**src/rtl/readchar_fifo.sv**
```systemverilog
// Character-input function unit: buffers bytes from a ready/valid byte source
// and hands them to the core one at a time through a triggered GETCHAR/AVAIL op.
module readchar_fifo #(
  parameter int dataw = 32,
  parameter int depth = 16,
  parameter int addrw = 4
) (
  input  logic             clk,
  input  logic             rstx,
  input  logic [dataw-1:0] t1data,
  input  logic             t1load,
  input  logic             t1opcode,
  output logic [dataw-1:0] o1data,
  input  logic             glock,
  input  logic [7:0]       rx_data,
  input  logic             rx_valid,
  output logic             rx_ready
);

  localparam logic [addrw:0] FULL_COUNT = (addrw+1)'(depth);

  logic [7:0]       r_mem [depth];
  logic [addrw-1:0] r_rdPtr;
  logic [addrw-1:0] r_wrPtr;
  logic [addrw:0]   r_count;
  logic [dataw-1:0] r_res;

  logic             w_push;
  logic             w_accept;
  logic             w_notEmpty;
  logic             w_pop;
  logic [dataw-1:0] w_nextRes;
  logic             w_unused;

  // The trigger operand carries no information for either opcode.
  assign w_unused = ^t1data;

  assign rx_ready   = (r_count != FULL_COUNT);
  assign w_push     = rx_valid & rx_ready;
  assign w_accept   = t1load & ~glock;
  assign w_notEmpty = (r_count != '0);
  assign w_pop      = w_accept & ~t1opcode & w_notEmpty;

  always_comb begin
    w_nextRes = r_res;
    if (w_accept) begin
      if (t1opcode) begin
        w_nextRes = {{(dataw-addrw-1){1'b0}}, r_count};
      end else if (w_notEmpty) begin
        w_nextRes = {{(dataw-8){1'b0}}, r_mem[r_rdPtr]};
      end else begin
        w_nextRes = '1;
      end
    end
  end

  // Storage has no reset; stale entries are unreachable once the pointers clear.
  always_ff @(posedge clk) begin
    if (w_push) begin
      r_mem[r_wrPtr] <= rx_data;
    end
  end

  always_ff @(posedge clk or negedge rstx) begin
    if (!rstx) begin
      r_rdPtr <= '0;
      r_wrPtr <= '0;
      r_count <= '0;
      r_res   <= '0;
    end else begin
      r_res <= w_nextRes;
      if (w_push) begin
        r_wrPtr <= r_wrPtr + 1'b1;
      end
      if (w_pop) begin
        r_rdPtr <= r_rdPtr + 1'b1;
      end
      if (w_push && !w_pop) begin
        r_count <= r_count + 1'b1;
      end else if (w_pop && !w_push) begin
        r_count <= r_count - 1'b1;
      end
    end
  end

  assign o1data = r_res;

endmodule

```
**config.mk**
```make
export PLATFORM = sky130hd
export DESIGN_NAME = readchar_fifo
export DESIGN_NICKNAME = d
export VERILOG_FILES = /design/src/rtl/readchar_fifo.sv
export SDC_FILE = /design/constraint.sdc
export NUM_CORES = 1
export LEC_CHECK = 0
export ABC_AREA = 1
export BUFFER_PORTS_ARGS = -buffer_cell sky130_fd_sc_hd__buf_4
export CAP_MARGIN = 40
export CORE_MARGIN = 5
export CORE_UTILIZATION = 40
export CTS_BUF_LIST = sky130_fd_sc_hd__clkbuf_2
export CTS_CLUSTER_DIAMETER = 120
export DETAILED_ROUTE_END_ITERATION = 7
export PLACE_DENSITY = 0.64
export SLEW_MARGIN = 30
export SYNTH_ARGS = -nofsm -noshare
export SYNTH_HDL_FRONTEND = slang
export SYNTH_SLANG_ARGS = --single-unit
export TNS_END_PERCENT = 100
```
**constraint.sdc**
```tcl
create_clock -name clk -period 2.9 [get_ports clk]
set_input_delay 0.725 -clock clk [delete_from_list [all_inputs] [get_ports clk]]
set_output_delay 0.725 -clock clk [all_outputs]
set_load 0.005 [all_outputs]
```
==> flow_summary.json <==
{
  "wl_per_cell_um": 15.45,
  "clock_sinks": 150,
  "chipWidth_um": 140.5,
  "finalHoldViolCount": 0,
  "seq_area_frac_synth": 0.6455,
  "ios": 79,
  "synth.area.top_cells": "edfxtp_1 56%, nand2_1 13%, dfrtp_1 8.1%, nand3_1 6.6%, inv_1 4.6%",
  "busiest_layer": "met2",
  "maxSlewViolCount": 0,
  "cts_root_buf": "clkbuf_2",
  "core_area_um2": 16640,
  "postSynthCellCount": 670,
  "viasPerCell": 4.777,
  "use_met3": 0.02624,
  "htree_levels": 4,
  "synth-main-ff-cell": "edfxtp_1",
  "ctsResizeCount": 0,
  "grt_util_met1": 0.1950,
  "post_route_cells_drive_above_1_share": 0.1369,
  "grt_max_degree": 67,
  "hold_path_class": "in -> reg",
  "gr-usage-all-layers": 0.1493,
  "powerDensity_nw_per_um2": 870.2,
  "die_area_um2": 19730,
  "synth_warnings": 0,
  "cp_top_family": "flip-flops",
  "port_buffers": 46,
  "synth_top_area_frac": 0.5646,
  "hpwl_um": 9308,
  "run_status": "finished, final reports clean",
  "p_leak_nw": 3.316,
  "slew_headroom": 0.5322,
  "route.vias.total": 4476,
  "grt_pass1_wl_um": 22910,
  "avgSynthCellArea_um2": 10.16,
  "ant_nets": 0,
  "tightest_slew_ps": 699.1,
  "period_needed_ps": 2421,
  "clk_latency_ps": 680,
  "peakVddDrop_v": 0.0003953,
  "syn-num-nets": 726,
  "worst_setup_path_start_kind": "flop",
  "stdcell_area_um2": 7498,
  "firstDrtPassIters": 5,
  "synth_common_cells": "237 x nand2_1, 128 x edfxtp_1, 90 x nand3_1, 83 x inv_1, 24 x buf_4",
  "cp_data_arrival_time_ps": 1700,
  "path_cells": "buf_4",
  "rsz0062_at_grt": "false",
  "cp.required_ps": 2170,
  "use_met2": 0.2482,
  "cts_tree": "done",
  "ys_seq_elements": 150,
  "dpl-instance-area_um2": 7199,
  "endpoint_kind": "primary output",
  "period_share": 0.8350,
  "cp.depth": 1,
  "rows": 47,
  "numCtsBuffers": 17,
  "drv_cap": 0,
  "netlist_area_um2": 6808,
  "clock.fmax_mhz": 413.0,
  "setup_viol": 0,
  "r2r_cells": 12,
  "ys_types": 20,
  "gp_congestion": 0.8800,
  "crit_fanout": 25,
  "worst-path-buf-inv": 1,
  "async_flop_share": 0.1467,
  "path_class": "reg -> out",
  "wl_um": 14480,
  "drc": 0,
  "synth_area_leader_cell": "edfxtp_1",
  "skew_ps": 12.18,
  "syn_to_final_growth_pct": 10.15,
  "clkSlewWorstSetupHoldPaths_ps": 200,
  "antenna_found_initial": 1,
  "hold_depth": 4,
  "fp.dieH_um": 140.5,
  "initial_core_util": 0.4091,
  "final_nets": 759,
  "synth_edf_count": 128,
  "max_stage_delay_ps": 800,
  "whs_ps": 358.8,
  "overflow": 0,
  "yosysMostFrequentCell": "nand2_1",
  "clock_path_buffers": 2,
  "grt_pass1_vias": 4280,
  "worst_path_max_delay_cell": "dfrtp_1",
  "drt_iter0_markers": 345,
  "finalSetupTns_ps": 0
}
## per-stage QoR
step,power [mW],util,setup slack [ps],std cells
finish,6.525,0.4506,478.5,937
global route,7.003,0.4506,265.0,937
CTS,6.569,0.4504,369.6,936
detailed placement,5.254,0.4326,230.7,903
global placement,5.194,0.4326,260.0,903
floorplan,4.606,-,503.8,670
## sequential cells by signal, summed over array words and instances (netlist names)
signal	count
r_mem	128
o1data	9
r_count	5
r_wrPtr	4
r_rdPtr	4
## where the power goes
group	switching [mW]	internal, mW	leakage [nW]
Combinational	1.59	0.785	1.73
Clock	0.743	0.573	0.163
Sequential	0.172	2.66	1.42
## final timing paths
| check | from | endpoint | slack (ps) |
|---|---|---|---|
| max in group asynchronous | rstx | r_rdPtr[0] | 2180 |
| max reg2reg | r_count[1] | r_count[4] | 560 |
| max | o1data[30] | o1data[26] | 480 |
| min reg2reg | o1data[4] | o1data[4] | 520 |
| min | t1opcode | o1data[4] | 360 |
| min in group asynchronous | rstx | r_rdPtr[3] | 460 |
## routing by layer
layer / share of wire / wire length, µm
met1: 0.44 / 6302
met2: 0.50 / 7203
met3: 0.045 / 653
met4: 0.022 / 316
met5: 0 / 0
## repair_timing
item,CTS,global route
hold endpoints to repair,22,0
hold buffers,1,0
buffers inserted,0,0
endpoints found under the setup margin,0,0
## placed cells by master, fill, tap and decap left out, types with 9 or more instances in the layout
cell type,instances
a21oi_1,11
buf_4,61
clkbuf_2,17
dfrtp_1,21
edfxtp_1,128
ha_1,9
inv_1,83
nand2_1,237
nand3_1,90
nor2_1,17
## area by class of cell
cell class              count  area [µm²]
multi-input cells         385        1728
clock inverters            15       201.4
clock buffers              17       85.08
flip-flops and latches    150        4395
inverters                  86       322.8
well taps                 220       275.3
fillers                  1516        9144
repair buffers             63       488.0
diodes                      1       2.502
## kinds of logic after synthesis
family,Yosys count,synth area share
simple gates,349,0.2108
flops,150,0.6455
buf+inv,135,0.1007
compound gates,18,0.01323
fa+ha+maj,10,0.01948
xor+xnor,8,0.01029
Power figures use the tool's default switching activity.
